**config.mk**
```make
export PLATFORM = sky130hd
export DESIGN_NAME = prescaled_counter
export DESIGN_NICKNAME = d
export VERILOG_FILES = /design/src/rtl/prescaled_counter.sv
export SDC_FILE = /design/constraint.sdc
export NUM_CORES = 1
export LEC_CHECK = 0
export CORE_MARGIN = 3
export CORE_UTILIZATION = 59
export CTS_CLUSTER_SIZE = 40
export DETAILED_ROUTE_END_ITERATION = 16
export PLACE_DENSITY_LB_ADDON = 0.25
export SETUP_SLACK_MARGIN = 0.2
export SYNTH_ARGS = -nofsm -noshare
export SYNTH_HDL_FRONTEND = slang
export SYNTH_SLANG_ARGS = --single-unit
```
**constraint.sdc**
```tcl
create_clock -name clk -period 4.51 [get_ports clk]
set_input_delay 0.6765 -clock clk [delete_from_list [all_inputs] [get_ports clk]]
set_output_delay 0.6765 -clock clk [all_outputs]
set_load 0.05 [all_outputs]
```
**src/rtl/prescaled_counter.sv**
```systemverilog
// Prescaled step counter: a free-running prescaler paces a binary or BCD
// up/down counter, with registered tick and wrap pulses for the display path.
module prescaled_counter #(
    parameter int WIDTH  = 24,
    parameter int PERIOD = 100000000,
    parameter bit BCD    = 1'b0
) (
    input  logic             clk,
    input  logic             rst,
    input  logic             en,
    input  logic             up,
    input  logic             clr,
    input  logic             load,
    input  logic [WIDTH-1:0] load_val,
    output logic [WIDTH-1:0] count,
    output logic             tick,
    output logic             wrap
);

    localparam int PW = (PERIOD > 1) ? $clog2(PERIOD) : 1;
    localparam logic [PW-1:0] PRE_LAST = PW'(PERIOD - 1);

    logic [PW-1:0]    r_pre;
    logic [WIDTH-1:0] r_count;
    logic             r_tick;
    logic             r_wrap;

    logic             w_step;
    logic [WIDTH-1:0] w_next;
    logic [WIDTH-1:0] w_load;
    logic             w_wrap;

    assign w_step = en && (r_pre == PRE_LAST);

    generate
        if (BCD) begin : g_bcd
            localparam int ND = WIDTH / 4;

            // Ripple a decimal carry/borrow from the least significant digit.
            always_comb begin
                logic       c;
                logic [3:0] d;
                w_next = r_count;
                c      = 1'b1;
                d      = 4'd0;
                for (int i = 0; i < ND; i++) begin
                    d = r_count[i*4 +: 4];
                    if (c) begin
                        if (up) begin
                            if (d >= 4'd9) begin
                                d = 4'd0;
                            end else begin
                                d = d + 4'd1;
                                c = 1'b0;
                            end
                        end else begin
                            if (d == 4'd0) begin
                                d = 4'd9;
                            end else begin
                                d = d - 4'd1;
                                c = 1'b0;
                            end
                        end
                    end
                    w_next[i*4 +: 4] = d;
                end
                w_wrap = c;
            end

            // Out-of-range digits saturate so the counter stays decimal.
            always_comb begin
                w_load = load_val;
                for (int i = 0; i < ND; i++) begin
                    if (load_val[i*4 +: 4] > 4'd9) begin
                        w_load[i*4 +: 4] = 4'd9;
                    end
                end
            end
        end else begin : g_bin
            always_comb begin
                w_next = up ? (r_count + WIDTH'(1)) : (r_count - WIDTH'(1));
                w_wrap = up ? (&r_count) : (~|r_count);
                w_load = load_val;
            end
        end
    endgenerate

    always_ff @(posedge clk) begin
        if (rst) begin
            r_pre   <= '0;
            r_count <= '0;
            r_tick  <= 1'b0;
            r_wrap  <= 1'b0;
        end else if (clr) begin
            r_pre   <= '0;
            r_count <= '0;
            r_tick  <= 1'b0;
            r_wrap  <= 1'b0;
        end else if (load) begin
            r_pre   <= '0;
            r_count <= w_load;
            r_tick  <= 1'b0;
            r_wrap  <= 1'b0;
        end else if (w_step) begin
            r_pre   <= '0;
            r_count <= w_next;
            r_tick  <= 1'b1;
            r_wrap  <= w_wrap;
        end else if (en) begin
            r_pre   <= r_pre + PW'(1);
            r_tick  <= 1'b0;
            r_wrap  <= 1'b0;
        end else begin
            r_tick  <= 1'b0;
            r_wrap  <= 1'b0;
        end
    end

    assign count = r_count;
    assign tick  = r_tick;
    assign wrap  = r_wrap;

endmodule

```
== Word level (Yosys, flattened, before mapping) ==
Index checks and enable logic that the tools add are counted.

* Bitwise logic cells: 1
* Reduce and logical (&&, ||, !) cells: 9
* Multiplexer cells: 5
* Eq/ne operators: 1
* Add/subtract/negate cells: 3

{| class="wikitable"
|+ Operators with widths
! kind !! number
|-
| 24-bit two-way mux || 3
|-
| 27-bit by 1-bit adder with 27-bit output (second input constant) || 1
|-
| 27-bit equality test (second input constant) || 1
|-
| 24-bit by 1-bit adder with 24-bit output (second input constant) || 1
|-
| 24-bit AND reduction || 1
|-
| 24-bit OR reduction || 1
|-
| 24-bit by 1-bit subtractor with 24-bit output (second input constant) || 1
|-
| 4-bit OR reduction || 2
|-
| 3-bit OR reduction || 1
|-
| 1-bit two-way mux || 2
|-
| 2-bit nonzero test || 1
|-
| 2-bit OR reduction || 1
|-
| 1-bit logical AND || 1
|-
| 1-bit zero test || 1
|-
| 1-bit NOT || 1
|}

* Word-level logic and storage cells: 23
* Flip-flop bits (word level): 53
* Output and inout port bits: 26
* Bits of input ports: 30

== Depth between registers and ports, before layout ==
Gate-level depths: netlist (run 1).

* Depth after elaboration: 4
* Mapped depth: 11
* Gate-level depth less buffers: 10

== Worst setup path before layout (run 1) ==
No wires, ideal clock.

* Path kind: input-to-reg
* Start point: input port up
* End point: register r_count[23] (netlist: count[23])
* Slack: 1.398 ns
* Stages on the path: 10
* Library setup time: 0.134 ns
* Data required time: 4.376 ns
* Arrival time: 2.978 ns
* Path buffers: 0
* Cell sequence: inv_1 > ha_1 > a211oi_2 > o31ai_4 > o31ai_4 > o311a_4 > o31ai_2 > o41ai_2 > xnor2_1 > o22ai_1

* Longest elaborated chain between the ends: 3

{| class="wikitable"
|+ RTL lines
! element !! RTL line !! RTL
|-
| from (decl) || 11 || <nowiki>input logic up,</nowiki>
|-
| 24-bit two-way mux || 81 || <nowiki>w_next = up ? (r_count + WIDTH'(1)) : (r_count - WIDTH'(1));</nowiki>
|-
| 24-bit two-way mux || 104 || <nowiki>end else if (w_step) begin</nowiki>
|-
| 24-bit two-way mux || 99 || <nowiki>end else if (load) begin</nowiki>
|-
| to (signal assigned) || 101 || <nowiki>r_count <= w_load;</nowiki>
|-
| to (signal assigned) || 106 || <nowiki>r_count <= w_next;</nowiki>
|-
| to (decl) || 24 || <nowiki>logic [WIDTH-1:0] r_count;</nowiki>
|}

No other way between the ends. The select of a mux whose other input is x is not followed.
A chain may end at the register's enable or synchronous reset.

== Worst setup path after layout (run 1) ==
* Start point: input port up
* End point: register r_count[20] (netlist: count[20])

The elaborated chain is that of the path after synthesis.

==> metrics.md, run 1 <==
| Metric | Value |
|---|---|
| # rows | 27 |
| Total power | 0.000982 W |
| Final max-slew violation count | 0 |
| Post-synthesis sequential area ratio | 29.9% |
| Detail-routed via count per cell | 6.02 |
| Final hold slack | 524 ps |
| GR Overflow Total | 0 |
| Clock power frac | 27.6% |
| Worst EP arrival | 4020 ps |
| Final wirelength | 8.88 mm |
| Final setup fails | 0 |
| Internal power | 0.000680 W |
| Total nets after synthesis | 502 |
| Number of synthesized flops with an enable pin | 0 |
| First-pass GRT wire length | 14.6 mm |
| Hold Buf Count CTS | 0 |
| Die H | 83.6 um |
| Post-DP HPWL | 6.50 mm |
| Post-CTS setup buffer count | 0 |
| Final Hold Vio Count | 0 |
| R2R Setup Slk | 1460 ps |
| Worst Hold Path EP | r_pre[16] |
| Worst hold path depth | 2 |
| Clk sinks | 53 |
| Area leader, netlist | dfxtp_1 |
| P&R area growth vs syn | 18.9% |
| Post-CTS Resized | 0 |
| CTS max path bufs | 2 |
| Net Sw Power | 0.000302 W |
| Routability cong. | 0.895 |
| Wire length per cell | 15.7 um |
| Cells after Synth | 448 |
| Vias | 3411 |
| Final Non-Filler Cells | 567 |
| Clk pin slew, worst setup/hold paths | 100 ps |
| Crit path setup slack, layout | 731 ps |
| Unrepaired setup endpoints after global routing | false |
| Starting Density | 62.6% |
| Pre-CTS setup slack | 495 ps |
| Port Buf Inserts | 55 |
| Total clock buffers created by CTS | 5 |
| Clock root buffer master | clkbuf_8 |
| Async SR Flop Fraction | 0% |
| Comb power frac | 22.7% |
| Die area | 0.00699 sq mm |
| Clock latency on the worst-skew pair | 310 ps |
| Leak | 1.56 nW |
| Clock period minus worst slack | 3780 ps |
| Initial antenna violation count | 0 |
| Die X | 83.6 um |
| RR Endpoint | r_pre[9] |
| Average cell area after synthesis | 7.93 sq um |
| Largest cells by area after synthesis | dfxtp_1 30%, ha_1 8.1%, nor2_1 6.8% |
| Flop pwr share | 49.7% |
| Synth Flop Type | dfxtp_1 |
| Count of antenna diodes in the layout | 0 |
| Min-delay src | r_pre[16] |
| Setup Total Neg Slack | 0 ps |
| Core ar. | 0.00568 sq mm |
| Outcome | finished clean |
| Syn Std Cell Area | 0.00355 sq mm |
| CP Max Fanout | 23 |
| Residual DRC | 0 |
| Post-synthesis sequential element count | 53 |
| TritonCTS clock tree | yes |
| Pre-antenna DRT Iters | 4 |
| # fillers | 444 |
| Yosys cell types | 54 |
| R2r worst-path depth | 7 |
| Layout cells sized above 1 | 5.25% |
| Nets@finish | 548 |
| Max-slew headroom | 23.8% |
| Vias in the first global route | 3183 |
| Max Cap Viol | 0 |
| Ports | 56 |
| WP data required | 4750 ps |
| Setup crit start kind | input port |
| CP Class | input port to register |
| # H-tree levels | 2 |
| Worst-margin pin slew | 1140 ps |
| Largest net degree at the start of global routing | 31 |
| Syn. warnings | 0 |
| Peak supply drop | 195 uV |
| Total GRT Usage | 24.8% |
| Power Density | 233 mW/mm^2 |
| Period utilisation layout | 83.8% |
| Clock Skew | 10.1 ps |
| Placed insts | 559 |
| Fmax | 265 MHz |
| Crit. End Element | register |
| Min-Delay Path Class | register to register |
| Drt initial violations | 168 |
| Yosys top cell area share | 29.9% |
| Sw Ratio | 30.8% |
| Worst reg2reg path startpoint | r_pre[0] |
| Post-route ant nets | 0 |
-- stage by stage --
step           utilization (%)  area (sq um)
3_3_place_gp              72.9          4140
2_1_floorplan                -          3550
5_1_grt                   74.4          4220
6_report                  74.4          4220
4_1_cts                   74.4          4220
3_5_place_dp              72.9          4140
-- cells by family (layout without fill, tap and decap cells) --
family	count (synthesis)	count (layout)	synth area share [%]
fa+ha+maj	24	24	8.67
flops	53	53	29.9
simple gates	179	179	24.0
compound gates	103	103	19.3
xor+xnor	48	48	11.8
buf+inv	31	78	3.49
mux	10	10	2.85
-- final cells by class --
| cell class | instances | area [sq um] | area share (%) |
|---|---|---|---|
| multi-input cells | 364 | 2370 | 56.0 |
| well taps | 72 | 90.1 | 2.13 |
| clock inverters | 2 | 15.0 | 0.356 |
| flip-flops and latches | 53 | 1060 | 25.1 |
| clock buffers | 6 | 72.6 | 1.72 |
| repair buffers | 58 | 573 | 13.6 |
| inverters | 12 | 45.0 | 1.07 |
-- critical path: stages --
cell	delay, ps
clkdlybuf4s50_1	540
inv_1	410
ha_1	550
a21oi_1	130
o21ai_1	130
a21oi_1	100
o21ai_1	270
a31oi_1	180
o41ai_1	510
mux2_2	390
o22ai_1	110
-- power groups by stage --
stage	logic, W	clock network [W]	registers (W)
2_1_floorplan	0.000127	0	0.000521
4_1_cts	0.000222	0.000280	0.000487
3_5_place_dp	0.000220	0	0.000498
6_report	0.000223	0.000272	0.000488
5_1_grt	0.000240	0.000298	0.000489
3_3_place_gp	0.000216	0	0.000498
-- sequential cells by signal, summed over array words and instances, names as in the netlist --
register,flops
r_pre,27
count,24
tick,1
wrap,1
-- metal layers --
layer	wire length [um]	track usage, %	vias to the layer above
met5	0	0	-
met4	123	7.16	0
met3	704	4.54	15
met2	4040	40.3	134
met1	4010	33.5	1567
li1	-	-	1695
-- worst max-delay path by stage --
| stage | from | endpoint | slack (ps) | cells past startpoint |
|---|---|---|---|---|
| 2_1_floorplan | up | count[23] | 1400 | 10 |
| 3_3_place_gp | up | count[23] | 600 | 11 |
| 3_5_place_dp | up | count[20] | 490 | 11 |
| 4_1_cts | up | count[20] | 800 | 11 |
| 5_1_grt | up | count[18] | 550 | 11 |
| 6_report | up | count[20] | 730 | 11 |
-- placed cells by master (no fill, tap or decap), types with 3 or more instances in the layout --
| cell | n |
|---|---|
| nor2_1 | 64 |
| clkdlybuf4s50_1 | 55 |
| dfxtp_1 | 53 |
| nand2_1 | 44 |
| a21oi_1 | 37 |
| xnor2_1 | 24 |
| xor2_1 | 24 |
| ha_1 | 23 |
| nand4_1 | 18 |
| o21ai_0 | 13 |
| inv_1 | 12 |
| nand3_1 | 11 |
| o22ai_1 | 10 |
| o21ai_1 | 9 |
| mux2i_1 | 9 |
| nor4_1 | 7 |
| nor3_1 | 7 |
| and3_1 | 6 |
| a21o_1 | 5 |
| clkbuf_8 | 5 |
| nor2b_1 | 4 |
| o31ai_1 | 4 |
| a211oi_1 | 4 |
| o21bai_1 | 3 |
| a31oi_1 | 3 |
| buf_4 | 3 |
-- synth_stat cells, types with 2 or more instances --
cell type and count:
nor4_1 7, inv_1 12, nand3_1 11, mux2i_1 9, o41ai_2 2, o21bai_1 3, a21oi_1 37, nand2_1 44
o21ai_1 9, o41ai_1 2, ha_1 23, and3_1 6, o31ai_1 4, o21ai_0 13, clkbuf_1 15, or4_1 2
xor2_1 24, xnor2_1 24, buf_2 3, nor3b_1 2, o22ai_1 10, a211oi_1 4, nor3_1 7, nand2_2 2
nand2b_1 2, nor2_1 64, dfxtp_1 53, o31ai_4 2, nand4_1 18, nor2b_1 4, a31oi_1 3, a21o_1 5
Note: power is estimated with default switching activity, not from simulation.
==> run 2, diff against run 1 <==
Settings changed: CORE_UTILIZATION 59 to 54.
Clock period 4.51 ns to 3.6 ns, I/O delays scaled along.
==> run 2 against run 1 <==
Net effect: die area grew 8.6%; global-route usage shrank 0.26 points; sequential share of layout area shrank 0.37 points; sequential power grew 25%; first-iteration DRC count grew 31%; largest power group unchanged; design area grew 1.5%; non-clock buffer count grew 7; critical endpoint is now count[23].
==> metrics.md, run 2 (synthesis results as in run 1) <==
| Metric | Value |
|---|---|
| Delay-heaviest family, CP | compound AO/OA/AOI/OAI gates |
| Final Hold Vio Count | 0 (unchanged) |
| Worst-margin pin slew | 756 ps (-387 ps) |
| Most frequent cells in the layout | 64 x nor2_1, 55 x clkdlybuf4s50_1, 53 x dfxtp_1 |
| Worst reg2reg path startpoint | r_pre[0] |
| Post-CTS setup buffer count | 0 (unchanged) |
| Total GRT Usage | 24.5% (-0.26 points) |
| Outcome | finished clean |
| Final setup fails | 0 (unchanged) |
| Initial antenna violation count | 0 (unchanged) |
| P&R area growth vs syn | 20.7% |
| Placed cell area | 0.00419 sq mm (+1.4%) |
| Worst Hold Path EP | r_pre[16] |
| Total clock buffers created by CTS | 5 (unchanged) |
| Reg with most FFs | r_pre |
| R2r worst-path depth | 10 (+3) |
| Largest net degree at the start of global routing | 28 (-9.7%) |
| Peak supply drop | 191 uV (-2.1%) |
| Clock latency on the worst-skew pair | 320 ps (about the same) |
| Leak | 1.60 nW (+2.6%) |
| Commonest non-fill, non-tap cell in the layout | nor2_1 |
| Nets@finish | 555 (+1.3%) |
| Clk pin slew, worst setup/hold paths | 110 ps (about the same) |
| Die area | 0.00758 sq mm (+8.6%) |
| Max stage delay cell, worst path | clkdlybuf4s50_1 |
| # rows | 28 (+3.7%) |
| WP data required | 3800 ps (-950 ps) |
| CP Cell Sequence | clkdlybuf4s50_1 -> inv_1 -> buf_4 -> ha_1 -> a21oi_1 -> nor2_1 -> o31ai_1 -> o311a_4 -> o31ai_2 -> o41ai_2 -> xnor2_1 -> o22ai_1 |
| Placed insts | 569 (+1.8%) |
| CP Max Fanout | 8 (-65%) |
| Ports | 56 (unchanged) |
| GR Overflow Total | 0 (unchanged) |
| Final max-slew violation count | 0 (unchanged) |
| Unrepaired setup endpoints after global routing | false |
| Residual DRC | 0 (unchanged) |
| Final Non-Filler Cells | 577 (+1.8%) |
| RR Endpoint | count[2] |
| Setup Total Neg Slack | 0 ps (unchanged) |
| # H-tree levels | 2 (unchanged) |
| Min-delay src | r_pre[16] |
| Clock Skew | 13.3 ps (+3.15 ps) |
| Vias | 3466 (+1.6%) |
| Total power | 0.00126 W (+28%) |
| Vias in the first global route | 3246 (+2.0%) |
| Power Density | 293 mW/mm^2 (+26%) |
| Routability cong. | 0.961 (+7.4%) |
| CP Class | input port to register |
| Worst hold path depth | 2 (unchanged) |
| Die X | 87.1 um (+4.2%) |
| Count of antenna diodes in the layout | 0 (unchanged) |
| Clk sinks | 53 (unchanged) |
| Drt initial violations | 220 (+31%) |
| Die H | 87.1 um (+4.2%) |
| Period utilisation layout | 89.9% |
| Layout cells sized above 1 | 6.97% (+1.7 points) |
| Port Buf Inserts | 55 (unchanged) |
| Core ar. | 0.00613 sq mm (+8.0%) |
| Crit. End Element | register |
| Clock period minus worst slack | 3240 ps |
| Pre-antenna DRT Iters | 6 (+2) |
| Crit-path max cell delay | 530 ps (-20 ps) |
| Wire length per cell | 15.8 um (+0.65%) |
| First-pass GRT wire length | 15.1 mm (+2.9%) |
| Final wirelength | 9.09 mm (+2.4%) |
| Post-route ant nets | 0 (unchanged) |
| Clock root buffer master | clkbuf_8 |
| R2R Setup Slk | 970 ps (-490 ps) |
| Worst EP arrival | 3430 ps (-590 ps) |
| Max Cap Viol | 0 (unchanged) |
| Fmax | 309 MHz |
| CTS max path bufs | 2 (unchanged) |
| Post-DP HPWL | 6.78 mm (+4.3%) |
| Max FFs per register | 27 (unchanged) |
| Final instance area | 0.00429 sq mm (+1.5%) |
| Min-Delay Path Class | register to register |
| Starting Density | 57.9% (-4.6 points) |
| Detail-routed via count per cell | 6.01 (-0.15%) |
| Max-slew headroom | 49.4% (+26 points) |
| Setup crit start kind | input port |
| WP buf/inv | 3 (+1) |
| TritonCTS clock tree | yes |
run 2: cell count changes in the layout (fill, tap and decap cells not counted), sizes merged:
| cell | previous run | this run |
|---|---|---|
| buf | 3 | 10 |
| clkinvlp | 2 | 1 |
| clkinv | 0 | 1 |
| clkbuf | 6 | 5 |
| inv | 12 | 13 |
run 2: area by class of cell:
type                            count  area, sq um
Tap cell                           75         93.8
Timing Repair Buffer               65          626
Multi-Input combinational cell    364         2370
Fill cell                         509         1840
Clock inverter                      3         21.3
Inverter                           12         45.0
Clock buffer                        5         68.8
Sequential cell                    53         1060
run 2: through the flow:
stage / hold slack (ps) / util (%) / setup WS, ps
3_3_place_gp: 490 / 68.4 / 124
6_report: 521 / 69.9 / 364
4_1_cts: 530 / 69.8 / 373
3_5_place_dp: 498 / 68.4 / 68.0
2_1_floorplan: 472 / - / 624
5_1_grt: 557 / 69.9 / 202
run 2: worst max-delay path by stage:
stage	startpoint	endpoint	slack (ps)	cells past startpoint
3_5_place_dp	up	count[18]	70	11
4_1_cts	up	count[18]	370	11
5_1_grt	up	count[23]	200	12
3_3_place_gp	up	count[18]	120	11
2_1_floorplan	up	count[23]	620	10
6_report	up	count[23]	360	12
run 2: repair_timing:
item,4_1_cts,5_1_grt
resized for setup,0,1
setup endpoints to repair,0,2
hold buffers,0,0
run 2: report_power, final:
part | switching [W] | total [W] | leakage, nW | internal (W)
combinational | 0.000165 | 0.000289 | 1.13 | 0.000124
sequential | 0.0000153 | 0.000611 | 0.429 | 0.000596
clock | 0.000218 | 0.000357 | 0.0445 | 0.000139
total | 0.000398 | 0.00126 | 1.60 | 0.000859
run 2: layer usage:
| metal | global-route usage, % | share of wire (%) | vias up |
|---|---|---|---|
| met2 | 38.6 | 43 | 146 |
| li1 | - | - | 1705 |
| met1 | 33.4 | 47 | 1594 |
| met3 | 5.11 | 7.2 | 21 |
| met4 | 8.09 | 2.5 | 0 |
| met5 | 0 | 0 | - |
run 2: worst reg2reg max path, stage by stage (launching register included):
cell	delay, ps
dfxtp_1	380
ha_1	200
nand4_2	150
nor2_2	230
nand3_1	140
or4_1	660
buf_4	320
mux2i_1	170
nor2_1	60
a21oi_1	140
nor2_1	60
